==> src/rtl/segundos1_dezena.sv <==
// Tens-of-seconds stopwatch digit: counts carry pulses modulo MODULUS, drives an active-low 7-segment digit.
// Optional macro BLINK_PAUSE_EN blinks the display while paused (half-period 2^BLINK_LOG2 cycles).
module segundos1_dezena #(
    parameter int MODULUS    = 6,
    parameter int BLINK_LOG2 = 24
) (
    input  logic       clock,
    input  logic       KEY0,
    input  logic       clockIN,
    input  logic       KEY1,
    input  logic       SW16,
    output logic [3:0] digit,
    output logic       clockOUT,
    output logic       a,
    output logic       b,
    output logic       c,
    output logic       d,
    output logic       e,
    output logic       f,
    output logic       g
);

    typedef enum logic {RUN, PAUSED} state_t;

    localparam logic [3:0] LAST     = 4'(MODULUS - 1);
    localparam logic [6:0] SEG_ZERO = 7'b0000001;
    localparam logic [6:0] SEG_DARK = 7'b1111111;

    state_t     state;
    logic       key1_p0, key1_p1, key1_p2;
    logic       clkin_p0;
    logic       press;
    logic       inc;
    logic [6:0] seg;

    // Segment order {a,b,c,d,e,f,g}, 0 = lit.
    function automatic logic [6:0] decode(input logic [3:0] v);
        logic [6:0] s;
        case (v)
            4'd0:    s = 7'b0000001;
            4'd1:    s = 7'b1001111;
            4'd2:    s = 7'b0010010;
            4'd3:    s = 7'b0000110;
            4'd4:    s = 7'b1001100;
            4'd5:    s = 7'b0100100;
            4'd6:    s = 7'b0100000;
            4'd7:    s = 7'b0001111;
            4'd8:    s = 7'b0000000;
            4'd9:    s = 7'b0000100;
            default: s = SEG_DARK;
        endcase
        return s;
    endfunction

    assign press = key1_p2 & ~key1_p1;
    assign inc   = clockIN & ~clkin_p0;
    assign {a, b, c, d, e, f, g} = seg;

    // Stage p0/p1: KEY1 synchronizer; p2 holds the previous synchronized level for edge detect.
    always_ff @(posedge clock or negedge KEY0) begin
        if (!KEY0) begin
            key1_p0  <= 1'b1;
            key1_p1  <= 1'b1;
            key1_p2  <= 1'b1;
            clkin_p0 <= 1'b0;
            state    <= RUN;
            digit    <= 4'd0;
            clockOUT <= 1'b0;
        end else begin
            key1_p0  <= KEY1;
            key1_p1  <= key1_p0;
            key1_p2  <= key1_p1;
            clkin_p0 <= clockIN;
            if (press)
                state <= (state == RUN) ? PAUSED : RUN;
            // Increment is judged against the pre-toggle state.
            if (SW16) begin
                digit    <= 4'd0;
                clockOUT <= 1'b0;
            end else if (state == RUN && inc) begin
                if (digit == LAST) begin
                    digit    <= 4'd0;
                    clockOUT <= 1'b1;
                end else begin
                    digit    <= digit + 4'd1;
                    clockOUT <= 1'b0;
                end
            end else begin
                clockOUT <= 1'b0;
            end
        end
    end

`ifdef BLINK_PAUSE_EN
    logic [BLINK_LOG2-1:0] blink_cnt;
    logic                  blank;

    always_ff @(posedge clock or negedge KEY0) begin
        if (!KEY0) begin
            blink_cnt <= '0;
            blank     <= 1'b0;
            seg       <= SEG_ZERO;
        end else begin
            if (state == PAUSED) begin
                blink_cnt <= blink_cnt + 1'b1;
                if (&blink_cnt)
                    blank <= ~blank;
            end else begin
                blink_cnt <= '0;
                blank     <= 1'b0;
            end
            seg <= blank ? SEG_DARK : decode(digit);
        end
    end
`else
    always_ff @(posedge clock or negedge KEY0) begin
        if (!KEY0)
            seg <= SEG_ZERO;
        else
            seg <= decode(digit);
    end
`endif

endmodule

==> config.mk <==
export PLATFORM = sky130hd
export DESIGN_NAME = segundos1_dezena
export DESIGN_NICKNAME = d
export VERILOG_FILES = /design/src/rtl/segundos1_dezena.sv
export SDC_FILE = /design/constraint.sdc
export NUM_CORES = 1
export LEC_CHECK = 0
export BUFFER_PORTS_ARGS = -buffer_cell sky130_fd_sc_hd__buf_2
export CORE_ASPECT_RATIO = 1.1
export CORE_MARGIN = 5
export CORE_UTILIZATION = 30
export CTS_CLUSTER_SIZE = 28
export DETAILED_ROUTE_END_ITERATION = 6
export PLACE_DENSITY_LB_ADDON = 0.08
export SLEW_MARGIN = 40
export SYNTH_ARGS = -nofsm -noshare
export SYNTH_HDL_FRONTEND = slang
export SYNTH_SLANG_ARGS = --single-unit
==> constraint.sdc <==
create_clock -name clock -period 2 [get_ports clock]
set_input_delay 0.1 -clock clock [delete_from_list [all_inputs] [get_ports clock]]
set_output_delay 0.1 -clock clock [all_outputs]
set_load 0.05 [all_outputs]
==> impl_metrics.json <==
{
  "yosysSeqAreaShare_pct": 57.0,
  "setup_viol": 0,
  "mostFrequentLayoutCells": "buf_2 (16), dfrtp_1 (13), o21ai_0 (6), a21oi_1 (6)",
  "synthDistinctLibCells": 23,
  "nets": 101,
  "hold_class": "primary input to flip-flop",
  "slew_headroom_pct": 68.2,
  "worstSetupPathType": "flip-flop to flip-flop",
  "antenna_found_initial": 0,
  "syn_avg_cell_area_um2": 11.0,
  "status": "finished, final reports clean",
  "worstMarginPinSlew_ns": 0.475,
  "setup_tns_ns": 0,
  "cts_buffers": 3,
  "wl_per_cell_um": 12.1,
  "gp_congestion": 0.757,
  "drt_wl_total_um": 1470,
  "grt_pass1_wl_um": 2480,
  "fin_util_pct": 37.8,
  "grt.total_usage_pct": 8.92,
  "drive_gt1_share_pct": 30.0,
  "grt_pass1_vias": 533,
  "area_growth_syn_to_layout_pct": 22.4,
  "p_clk_share_pct": 23.9,
  "p_leak_nw": 0.447,
  "cts.sinks": 17,
  "grt_max_degree": 18,
  "via_per_inst": 4.41,
  "yosysTopAreaCell": "dfrtp_1",
  "drt_iter0_markers": 5,
  "min_period_over_period_pct": 84.6,
  "num_vias": 534,
  "dieArea_um2": 3620,
  "crit_path_end_kind": "flip-flop",
  "maxCapViolCount": 0,
  "die_h_um": 62.6,
  "final.hold.worst_slack_ns": 0.0443,
  "stdcell_count": 121,
  "power_switching_mw": 0.241,
  "ys_top_cells_by_area": "dfrtp_1 (43%), dfstp_2 (14%), ha_1 (8.3%)",
  "n_antenna_cell": 0,
  "die_w_um": 57.9,
  "fmax_ghz": 0.591,
  "power_density_nw_per_um2": 808,
  "syn_nets": 79,
  "initial_utilization_pct": 30.9,
  "synthesis.instances": 69,
  "netlist.area_leader.share_pct": 43.0,
  "dp.cells": 114,
  "ir_drop_v": 0.000359,
  "power.total_mw": 0.747,
  "htreeDepth": 1,
  "regArea_um2": 430,
  "final_common_cell": "buf_2",
  "io_pins": 17,
  "core-area_um2": 2450,
  "synth_seq_cells": 17,
  "postRouteAntennaNets": 0,
  "finalMaxSlewViolations": 0,
  "switching_share_pct": 32.2,
  "clk_pin_slew_ns": 0.10,
  "rsz0062_at_grt": "false",
  "yosysWarnings": 0,
  "comb_power_share_pct": 22.6,
  "tritoncts": "built",
  "core.rowCount": 19,
  "syn-cell-area_um2": 756,
  "fin_crit_ns": 1.69,
  "clock_skew_ns": 0.00285,
  "crit_path_max_fanout": 9,
  "io_buffer_count": 16,
  "clk-insertion-delay-late_ns": 0.28,
  "arrival_ns": 1.91,
  "multiInputGateArea_um2": 303,
  "overflow": 0,
  "dr.pass1.iters": 3,
  "fillers": 267,
  "p_int_mw": 0.506,
  "seqPwrFrac_pct": 53.5,
  "drc_errors": 0,
  "cts-root-buf": "clkbuf_4",
  "critPathLaunchType": "flip-flop",
  "final_hold_viol_count": 0,
  "required_ns": 2.21,
  "dp.final_hpwl_um": 1080,
  "clk_path_buf_depth": 2
}
[power by group through the flow]
stage | Combinational (mW) | Sequential, mW | Clock (mW)
2_1_floorplan | 0.0599 | 0.465 | 0
3_3_place_gp | 0.167 | 0.406 | 0
3_5_place_dp | 0.167 | 0.408 | 0
4_1_cts | 0.172 | 0.401 | 0.190
5_1_grt | 0.184 | 0.407 | 0.201
6_report | 0.169 | 0.400 | 0.178
[logic make-up after synthesis]
group | synth area share (%)
AOI/OAI and AO/OA | 10.1
buffers and inverters | 2.98
and+or+nand+nor | 17.7
muxes | 2.81
DFF | 57.0
xor gates and xnor gates | 1.16
adders and majority gates | 8.28
[critical path, cell delays in order (launching register included)]
cell     delay (ns)
dfrtp_1        0.49
inv_1          0.14
ha_1           0.22
or2_2          0.29
or3_1          0.36
a21oi_1        0.12
[final cells by class]
cell class	count	area share, %
Sequential cell	17	46.5
Multi-Input combinational cell	46	32.7
Timing Repair Buffer	19	11.9
Tap cell	31	4.19
Clock buffer	3	2.44
Inverter	4	1.62
Clock inverter	1	0.541
[path summary, 6_finish.rpt]
kind,from,endpoint,slack [ns],cells past startpoint
min,SW16,digit[0],0.04,2
max in group asynchronous,KEY0,seg[0],1.43,2
min in group asynchronous,KEY0,seg[4],0.25,2
max reg2reg,digit[1],digit[3],0.31,5
max,digit[1],digit[3],0.31,5
min reg2reg,key1_p0,key1_p1,0.36,0
[sequential cells by signal (all words and copies together), names as in the netlist]
signal / flops
seg: 7
digit: 4
clkin_p0: 1
clockOUT: 1
key1_p0: 1
key1_p1: 1
key1_p2: 1
state: 1
[through the flow]
step                cell area [um2]  setup WS, ns
floorplan                       756        0.0742
global placement                867         0.394
detailed placement              867         0.329
CTS                             925         0.299
global route                    925         0.216
finish                          925         0.309
[Yosys cell counts]
library cell and instances:
nor2_1 5, a31oi_1 1, dfrtp_1 13, nor2b_1 1, or2_2 1, dfstp_2 4, nand3b_1 1, nand2b_1 5
mux2_2 1, nand3_1 3, nor3b_1 2, inv_1 4, or3b_4 1, ha_1 5, o21ai_0 6, nor3_1 1
a21oi_1 6, or3_1 1, xnor2_1 1, mux2i_1 1, a32o_1 1, nand2_1 3, clkbuf_1 2
[per-layer routing]
metal	track usage (%)	wire length (um)	vias up
li1	-	-	274
met1	12.1	722	247
met2	13.1	656	11
met3	2.07	71	2
met4	4.35	19	0
met5	0	0	-
[repair_timing]
item | 4_1_cts | 5_1_grt
endpoints found under the hold margin | 15 | 0
resized for setup | 0 | 0
setup buffers | 0 | 0
setup endpoints to repair | 0 | 0
hold buffers | 3 | 0
Power figures use the tool's default switching activity.
